--- src/rtl/vj_scan_ctrl_pkg.sv ---
// Shared definitions for the vj frame scan sequencer: window geometry, scan
// states and the column-slot packing helper also used by vj's column input.
package vj_scan_ctrl_pkg;

    localparam int W_SIZE = 24;
    localparam int W1P    = 8;
    localparam int COL_W  = W1P * W_SIZE;
    localparam int SLOT_W = $clog2(W_SIZE);

    typedef logic [COL_W-1:0]  col_t;
    typedef logic [SLOT_W-1:0] slot_t;
    typedef logic [W1P-1:0]    pix_t;

    localparam slot_t LAST_SLOT = slot_t'(W_SIZE - 1);

    typedef enum logic [3:0] {
        S_IDLE,
        S_BAND_INIT,
        S_PAUSE,
        S_GATHER,
        S_ISSUE,
        S_WAIT_RDY,
        S_END_WAIT,
        S_GAP
    } scan_state_e;

    // Window row p lives at bits [W1P*(W_SIZE-p)-1 -: W1P], so row 0 is the MSB slot.
    function automatic col_t col_put(col_t col, slot_t p, pix_t px);
        col_t r;
        r = col;
        for (int i = 0; i < W_SIZE; i++) begin
            if (p == slot_t'(i)) begin
                r[W1P*(W_SIZE-i)-1 -: W1P] = px;
            end
        end
        return r;
    endfunction

endpackage

--- src/rtl/vj_col_gather.sv ---
// Reads one W_SIZE-tall pixel column from the frame RAM by walking the row
// stride, capturing each byte one cycle after its read into its column slot.
module vj_col_gather
    import vj_scan_ctrl_pkg::*;
#(
    parameter int AW = 20
) (
    input  logic          clk_i,
    input  logic          rst_i,
    input  logic          go_i,
    input  logic [AW-1:0] col_base_i,
    input  logic [AW-1:0] stride_i,
    input  pix_t          rd_data_i,
    output logic          rd_en_o,
    output logic [AW-1:0] rd_addr_o,
    output logic          col_valid_o,
    output col_t          col_data_o
);

    logic [AW-1:0] addr_q;
    logic          reading_q;
    slot_t         rdSlot_q;
    logic          capEn_q;
    slot_t         capSlot_q;
    logic          colValid_q;
    col_t          colData_q;

    always_ff @(posedge clk_i) begin
        if (rst_i) begin
            addr_q     <= '0;
            reading_q  <= 1'b0;
            rdSlot_q   <= '0;
            capEn_q    <= 1'b0;
            capSlot_q  <= '0;
            colValid_q <= 1'b0;
            colData_q  <= '0;
        end else begin
            capEn_q   <= reading_q;
            capSlot_q <= rdSlot_q;
            if (go_i) begin
                reading_q  <= 1'b1;
                addr_q     <= col_base_i;
                rdSlot_q   <= '0;
                colValid_q <= 1'b0;
            end else if (reading_q) begin
                addr_q   <= addr_q + stride_i;
                rdSlot_q <= rdSlot_q + slot_t'(1);
                if (rdSlot_q == LAST_SLOT) begin
                    reading_q <= 1'b0;
                end
            end
            // The read issued last cycle returns now; the last slot completes the column.
            if (capEn_q) begin
                colData_q <= col_put(colData_q, capSlot_q, rd_data_i);
                if (capSlot_q == LAST_SLOT) begin
                    colValid_q <= 1'b1;
                end
            end
        end
    end

    assign rd_en_o     = reading_q;
    assign rd_addr_o   = addr_q;
    assign col_valid_o = colValid_q;
    assign col_data_o  = colData_q;

endmodule

--- src/rtl/vj_scan_ctrl.sv ---
// Frame scan sequencer: walks a stored frame band by band, feeding vj with
// init pulses and W_SIZE-tall columns paced on its ready_for_next_col.
module vj_scan_ctrl
    import vj_scan_ctrl_pkg::*;
#(
    parameter int AW        = 20,
    parameter int RDY_GUARD = 2,
    parameter int BAND_GAP  = 16
) (
    input  logic          clk,
    input  logic          rstn,
    input  logic          start,
    input  logic [15:0]   pic_width,
    input  logic [15:0]   pic_height,
    output logic          busy,
    output logic          done,
    output logic          err,
    output logic          mem_rd_en,
    output logic [AW-1:0] mem_addr,
    input  logic [W1P-1:0] mem_rd_data,
    output logic          init_o,
    output logic          new_pic_o,
    output logic [W1P*W_SIZE-1:0] pixel_o,
    output logic          pixel_o_en,
    input  logic          ready_for_next_col,
    output logic [15:0]   band_idx
);

    localparam int GUARD_W = (RDY_GUARD < 1) ? 1 : $clog2(RDY_GUARD + 1);
    localparam int GAP_W   = (BAND_GAP < 2) ? 1 : $clog2(BAND_GAP);

    scan_state_e       state_q;
    logic [15:0]       picW_q;
    logic [15:0]       picH_q;
    logic [15:0]       band_q;
    logic [15:0]       col_q;
    logic [AW-1:0]     bandBase_q;
    logic              pause_q;
    logic [GUARD_W-1:0] guard_q;
    logic [GAP_W-1:0]  gap_q;
    logic              go_q;
    logic              busy_q;
    logic              done_q;
    logic              err_q;
    logic              init_q;
    logic              newPic_q;
    logic              pixelEn_q;
    col_t              pixel_q;

    logic              colValid;
    col_t              colData;
    logic              rdyOk;

    assign rdyOk = ready_for_next_col && (guard_q == '0);

    vj_col_gather #(
        .AW (AW)
    ) u_gather (
        .clk_i       (clk),
        .rst_i       (rstn),
        .go_i        (go_q),
        .col_base_i  (bandBase_q + AW'(col_q)),
        .stride_i    (AW'(picW_q)),
        .rd_data_i   (mem_rd_data),
        .rd_en_o     (mem_rd_en),
        .rd_addr_o   (mem_addr),
        .col_valid_o (colValid),
        .col_data_o  (colData)
    );

    always_ff @(posedge clk) begin
        if (rstn) begin
            state_q    <= S_IDLE;
            picW_q     <= '0;
            picH_q     <= '0;
            band_q     <= '0;
            col_q      <= '0;
            bandBase_q <= '0;
            pause_q    <= 1'b0;
            guard_q    <= '0;
            gap_q      <= '0;
            go_q       <= 1'b0;
            busy_q     <= 1'b0;
            done_q     <= 1'b0;
            err_q      <= 1'b0;
            init_q     <= 1'b0;
            newPic_q   <= 1'b0;
            pixelEn_q  <= 1'b0;
            pixel_q    <= '0;
        end else begin
            init_q    <= 1'b0;
            newPic_q  <= 1'b0;
            pixelEn_q <= 1'b0;
            pixel_q   <= '0;
            done_q    <= 1'b0;
            err_q     <= 1'b0;
            go_q      <= 1'b0;
            if (guard_q != '0) begin
                guard_q <= guard_q - GUARD_W'(1);
            end
            case (state_q)
                // done_q marks the done cycle, in which a new start must be ignored.
                S_IDLE: begin
                    busy_q <= 1'b0;
                    if (start && !done_q) begin
                        picW_q <= pic_width;
                        picH_q <= pic_height;
                        busy_q <= 1'b1;
                        if (pic_width < 16'(W_SIZE) || pic_height < 16'(W_SIZE)) begin
                            done_q <= 1'b1;
                            err_q  <= 1'b1;
                        end else begin
                            band_q     <= '0;
                            bandBase_q <= '0;
                            init_q     <= 1'b1;
                            newPic_q   <= 1'b1;
                            state_q    <= S_BAND_INIT;
                        end
                    end
                end
                S_BAND_INIT: begin
                    pause_q <= 1'b0;
                    state_q <= S_PAUSE;
                end
                S_PAUSE: begin
                    if (pause_q) begin
                        col_q   <= '0;
                        go_q    <= 1'b1;
                        state_q <= S_GATHER;
                    end else begin
                        pause_q <= 1'b1;
                    end
                end
                // col_valid still reflects the previous column during the go cycle.
                S_GATHER: begin
                    if (colValid && !go_q) begin
                        if (col_q < 16'(W_SIZE)) begin
                            pixel_q   <= colData;
                            pixelEn_q <= 1'b1;
                            guard_q   <= GUARD_W'(RDY_GUARD);
                            state_q   <= S_ISSUE;
                        end else begin
                            state_q <= S_WAIT_RDY;
                        end
                    end
                end
                S_WAIT_RDY: begin
                    if (rdyOk) begin
                        pixel_q   <= colData;
                        pixelEn_q <= 1'b1;
                        guard_q   <= GUARD_W'(RDY_GUARD);
                        state_q   <= S_ISSUE;
                    end
                end
                S_ISSUE: begin
                    if (col_q == picW_q - 16'd1) begin
                        state_q <= S_END_WAIT;
                    end else begin
                        col_q   <= col_q + 16'd1;
                        go_q    <= 1'b1;
                        state_q <= S_GATHER;
                    end
                end
                S_END_WAIT: begin
                    if (rdyOk) begin
                        gap_q   <= GAP_W'(BAND_GAP - 1);
                        state_q <= S_GAP;
                    end
                end
                // busy_q stays high through the done cycle and drops in IDLE.
                S_GAP: begin
                    if (gap_q == '0) begin
                        if (band_q == picH_q - 16'(W_SIZE)) begin
                            done_q  <= 1'b1;
                            state_q <= S_IDLE;
                        end else begin
                            band_q     <= band_q + 16'd1;
                            bandBase_q <= bandBase_q + AW'(picW_q);
                            init_q     <= 1'b1;
                            state_q    <= S_BAND_INIT;
                        end
                    end else begin
                        gap_q <= gap_q - GAP_W'(1);
                    end
                end
                default: state_q <= S_IDLE;
            endcase
        end
    end

    assign busy       = busy_q;
    assign done       = done_q;
    assign err        = err_q;
    assign init_o     = init_q;
    assign new_pic_o  = newPic_q;
    assign pixel_o    = pixel_q;
    assign pixel_o_en = pixelEn_q;
    assign band_idx   = band_q;

endmodule

--- config.mk ---
export PLATFORM = sky130hd
export DESIGN_NAME = vj_scan_ctrl
export DESIGN_NICKNAME = d
export VERILOG_FILES = /design/src/rtl/vj_scan_ctrl_pkg.sv /design/src/rtl/vj_col_gather.sv /design/src/rtl/vj_scan_ctrl.sv
export SDC_FILE = /design/constraint.sdc
export NUM_CORES = 1
export LEC_CHECK = 0
export ABC_AREA = 1
export BUFFER_PORTS_ARGS = -buffer_cell sky130_fd_sc_hd__buf_2
export CAP_MARGIN = 40
export CORE_UTILIZATION = 50
export CTS_CLUSTER_SIZE = 14
export DETAILED_ROUTE_END_ITERATION = 6
export PLACE_DENSITY = 0.76
export SLEW_MARGIN = 20
export SYNTH_ARGS = -nofsm -noshare
export SYNTH_HDL_FRONTEND = slang
export SYNTH_SLANG_ARGS = --single-unit
--- constraint.sdc ---
create_clock -name clk -period 2.5 [get_ports clk]
set_clock_uncertainty 0.05 [all_clocks]
set_input_delay 0.625 -clock clk [delete_from_list [all_inputs] [get_ports clk]]
set_output_delay 0.625 -clock clk [all_outputs]
set_load 0.02 [all_outputs]
Word-level counts from Yosys, hierarchy flattened
Index checks and enable logic that the tools add are counted.
Word-level totals
  register bits after elaboration: 519
  output and inout port bits: 235
  word-level logic and storage cells: 214
Operators by class
  add/sub/neg operators: 10
  order comparisons: 3
  equality and inequality tests: 43
  mux-type cells: 63
  bitwise gates (word level): 1
  reduce and logical (&&, ||, !) cells: 47
Operator list (count)
  $mux W192: 3
  $pmux W192 S2: 1
  $mux W20: 6
  $mux W16: 6
  $pmux W16 S2: 2
  $add A20 B16 Y20: 3
  $reduce_and A2 Y1: 25
  $lt A16 B5 Y1 const B: 3
  $eq A5 B5 Y1 const B: 9
  $eq A5 B4 Y1 const B: 8
  $pmux W20 S2: 1
  $mux W4: 9
  $add A16 B1 Y16 const B: 2
  $eq A16 B16 Y1: 2
  $pmux W4 S8: 1
  $mux W1: 22
  $eq A5 B3 Y1 const B: 4
  $ne A2 B2 Y1 const B: 10
  $eq A4 B3 Y1 const B: 4
  $sub A16 B1 Y16 const B: 1
  $sub A16 B5 Y16 const B: 1
  $reduce_bool A2 Y1: 6
  $eq A5 B2 Y1 const B: 2
  $pmux W1 S2: 5
  other kinds (21): 31

Logic depth before layout (Yosys ltp)
  depth after elaboration: 5
  gate-level depth with buffers: 15
  gate-level depth less buffers: 15

Modules after synthesis
From an unflattened synthesis, not the netlist that was laid out.
Second synthesis, totals
  cell total of the unflattened synthesis: 3126
  area, all modules: 23978.0 µm²
Modules (own cells, without submodules)
  vj_scan_ctrl: times used 1, cells an instance 1853, area each 14413.8 µm², sequential area each 5865.6 µm²
  vj_col_gather: times used 1, cells an instance 1273, area each 9564.2 µm², sequential area each 4504.3 µm²

Worst setup path after synthesis
No wires, ideal clock.
  path kind: register -> register
  from: reg u_gather.addr_q[0], in the netlist u_gather.rd_addr_o[0]
  to: reg u_gather.addr_q[14], in the netlist u_gather.rd_addr_o[14]
  arrival: 1.997 ns
  slack: 0.383 ns
  stages on the path, launching flop included: 16
  period minus slack after synthesis: 2.117 ns
  path through: dfxtp_1 -> ha_1 -> inv_1 -> fa_1 -> inv_1 -> nand3_1 -> nand2_1 -> nand2_1 -> nand2_1 -> a21o_1 -> nand2_1 -> nand2_1 -> nand2_1 -> nand3_1 -> nand2_1 -> a21oi_1
On the way
  cells in the longest elaborated chain, start to end: 3
Ends and longest elaborated chain
  start: declaration: line vj_col_gather.sv:20  | logic [AW-1:0] addr_q;
  start signal: assignment: line vj_col_gather.sv:42  | addr_q <= col_base_i;
  start signal: assignment: line vj_col_gather.sv:46  | addr_q <= addr_q + stride_i;
  $add A20 B16 Y20: line vj_col_gather.sv:46
  $mux W20: line vj_col_gather.sv:45  | end else if (reading_q) begin
  $mux W20: line vj_col_gather.sv:40  | if (go_i) begin
Every way passes these cells. The select of a mux whose other input is x is not followed.
A chain may end at the register's enable or synchronous reset.

Final worst setup path
  from: reg picW_q[11]
  to: reg bandBase_q[14]
On the way
  cells in the longest elaborated chain, start to end: 4
Ends and longest elaborated chain
  start: declaration: line vj_scan_ctrl.sv:33  | logic [15:0] picW_q;
  start signal: assignment: line vj_scan_ctrl.sv:106  | picW_q <= pic_width;
  $add A20 B16 Y20: line vj_scan_ctrl.sv:178  | bandBase_q <= bandBase_q + AW'(picW_q);
  $mux W20: line vj_scan_ctrl.sv:173  | if (band_q == picH_q - 16'(W_SIZE)) begin
  $mux W20: line vj_scan_ctrl.sv:172  | if (gap_q == '0) begin
  $pmux W20 S2: line vj_scan_ctrl.sv:101  | case (state_q)
  end signal: assignment: line vj_scan_ctrl.sv:178
  end: declaration: line vj_scan_ctrl.sv:37  | logic [AW-1:0] bandBase_q;
Every way passes these cells. The select of a mux whose other input is x is not followed.

==> impl_metrics.yaml <==
run_status:
  status: "completed"
clock_tree:
  numCtsBuffers: 52
  tritoncts: "built"
  post_cts_buffers: 0
  clockRootBuffer: "clkbuf_16"
  h-tree-depth: 2
  clkTransAtPathRegs_ps: 60
  clock_sinks: 518
  cts_buffer_depth: 3
  clk-insertion-delay-late_ps: 600
  cts_hold_buf: 0
  cts_resized: 0
critical_path:
  cp_slowest_cell: "dfxtp_1"
  r2r_end: "bandBase_q[14]"
  cp-end-kind: "register"
  worstPathArrival_ps: 2780
  worstSetupPathType: "reg -> reg"
  worst-r2r-setup-slack_ps: 140
  ff2ff_path_depth: 10
  critical_path.endpoint: "bandBase_q[14]"
  crit_path_frequent_cell: "nand2_1"
  crit_fanout: 6
  startpoint: "picW_q[11]"
  start_kind: "register"
  path_cells: "ha_1 -> nand2_1 -> inv_1 -> nand2_1 -> nor2_1 -> o21ai_0 -> nand2_1 -> or2_2 -> nand4_1 -> a21oi_1"
  r2r-start: "picW_q[11]"
  required_ps: 2920
  critPathMaxStageDelay_ps: 640
floorplan:
  rows: 76
  coreArea_sq_um: 43270
  die_w_microns: 211.9
  start_util_pct: 50.90
  chipHeight_microns: 211.9
  fp.dieArea_sq_um: 44890
  io-pin-count: 279
timing:
  rsz0062_at_grt: "false"
  finalCritPeriodShare_pct: 94.24
  slew_violations: 0
  hold_violations: 0
  relSlewSlack_pct: 45.85
  setup_viol: 0
  fmax_ghz: 0.4245
  finalSetupTns_ps: 0
  fin_crit_ps: 2356
  worst_slew_pin_slew_ps: 803.7
grt:
  grt_max_degree: 74
  first_global_vias: 18830
  grtUsageTotal_pct: 28.62
  overflow: 0
  antenna_found_initial: 0
  grt_pass1_wl_microns: 101000
place:
  place_hpwl_microns: 47220
  place_congestion: 0.9893
  portBuffers: 278
  place_inst: 3723
synthesis:
  ys_top_cells_by_area: "dfxtp_1, a21oi_1, nand2_1"
  synth.most_common_cell: "dfxtp_1"
  ys_seq_area_share_pct: 47.09
  ys_top_cells_by_count: "dfxtp_1, nand2_1, nor2_1"
  yosys_most_used_dff: "dfxtp_1"
  synth_edf_count: 0
  synth_area_sq_um: 22020
  synth_top_area_share_pct: 47.09
  ys_warn_count: 0
  synthArstFlopShare_pct: 0
  ys_seq_elements: 518
  yosysTopAreaCell: "dfxtp_1"
  synth.distinct_cells: 49
  synth_nets: 3021
  syn_inst: 2920
  avgSynthCellArea_sq_um: 7.542
pwr:
  p_per_area_nw_per_um2: 911.8
  power.leakage_nw: 11.04
  vdd_drop_max_v: 0.0008539
min_path:
  min_path_type: "in -> reg"
detailed_routing:
  final_antenna_net_count: 0
  wire_per_inst_microns: 17.11
  drt_pass1_iterations: 6
  drtIter0Drc: 1609
  avgViaCountPerCell: 5.311
  drcViolationCount: 0
  wl_microns: 65360
  via_count: 20300
job:
  drv_cap: 0
layout:
  area_delta_synth_final_pct: 17.87
  final_cells: 3821
  drive_gt1_share_pct: 15.86
  fin_nets: 3293
==> kinds of logic (layout without fill, tap and decap cells) <==
kind of cell / after synthesis / in the layout / share of synthesized area [%]
compound gates: 657 / 657 / 15.44
simple gates: 1093 / 1093 / 21.50
buf+inv: 521 / 836 / 9.698
xor+xnor: 74 / 74 / 2.943
other cells: 0 / 1 / 0
fa+ha+maj: 57 / 57 / 3.341
flops: 518 / 518 / 47.09
==> layer usage <==
| layer | share of wire [%] | global-route usage [%] | vias up |
|---|---|---|---|
| met2 | 47 | 47.46 | 775 |
| met1 | 44 | 38.29 | 9422 |
| met5 | 0 | 0 | - |
| met4 | 2.7 | 9.770 | 0 |
| li1 | - | - | 9979 |
| met3 | 6.9 | 3.649 | 119 |
==> state kept, by name, indices dropped and copies added (netlist names), 3 cells and up <==
signal and count:
bandBase_q 20, picH_q 16, u_gather.rdSlot_q 5, u_gather.col_data_o 192, pixel_o 192, u_gather.rd_addr_o 20, state_q 3, picW_q 16
col_q 16, u_gather.capSlot_q 5, band_idx 16, gap_q 4
==> worst min path at each step <==
| stage | startpoint | to | depth (start not counted) |
|---|---|---|---|
| 5_1_grt | pic_height[3] | picH_q[3] | 3 |
| 6_report | pic_height[1] | picH_q[1] | 3 |
| 3_5_place_dp | u_gather.col_data_o[86] | pixel_o[86] | 2 |
| 2_1_floorplan | u_gather.col_data_o[47] | pixel_o[47] | 2 |
| 4_1_cts | pic_width[10] | picW_q[10] | 3 |
| 3_3_place_gp | u_gather.col_data_o[143] | pixel_o[143] | 2 |
==> cells in the final DEF, fill, tap and decap left out, types with 3 or more instances in the layout <==
master / count
dfxtp_1: 511
nand2_1: 409
nor2_1: 394
inv_1: 374
a21oi_1: 331
o21ai_0: 285
buf_2: 278
nand3_1: 113
buf_4: 73
nand4_1: 53
ha_1: 53
clkbuf_16: 52
nor3_1: 50
xor2_1: 50
xnor2_1: 24
nand3b_1: 16
nand2_2: 15
clkbuf_1: 12
a21oi_2: 11
clkbuf_8: 11
nor2_4: 9
nor4_1: 8
a31oi_1: 8
nor2_2: 8
clkinv_2: 8
buf_12: 8
clkinvlp_4: 7
dfxtp_2: 7
or2_2: 5
a21o_1: 4
o21bai_1: 4
a221oi_1: 4
bufinv_16: 4
inv_2: 3
fa_1: 3
==> worst max-delay path: cells and delay by family, from the launching register on <==
family                   cells  cell delay, ps
flip-flops                   1             640
buffers and inverters        1              70
AO/OA/AOI/OAI                2             150
AND/OR/NAND/NOR              6             950
adder cells (fa/ha/maj)      1             370
==> through the flow <==
step	utilization, %	total power [W]	worst slack [ps]	cell area, sq um	hold WS (ps)
final	60.00	0.02367	144.0	25960	243.4
after global routing	59.99	0.02487	3.408	25960	256.2
after CTS	59.94	0.02368	31.07	25930	234.0
after detailed placement	55.86	0.01574	45.02	24170	378.8
after global placement	55.86	0.01564	12.02	24170	371.8
after floorplan	-	0.01379	383.4	22020	365.6
==> final cells by class <==
cell class              count  area [sq um]
flip-flops and latches    518         10380
clock buffers              75          1498
clock inverters            22         267.8
repair buffers            359          2100
inverters                 380          1431
diodes                      1         2.502
multi-input cells        1881          9550
fillers                  3872         17310
well taps                 585         732.0
==> power by group <==
group,internal [W],switching [W],leakage [nW],total [W]
combinational,0.00209,0.00420,6.01,0.00628
sequential,0.00874,0.000703,4.19,0.00945
clock,0.00461,0.00333,0.846,0.00794
No activity file was read; power rests on OpenSTA's default activity.
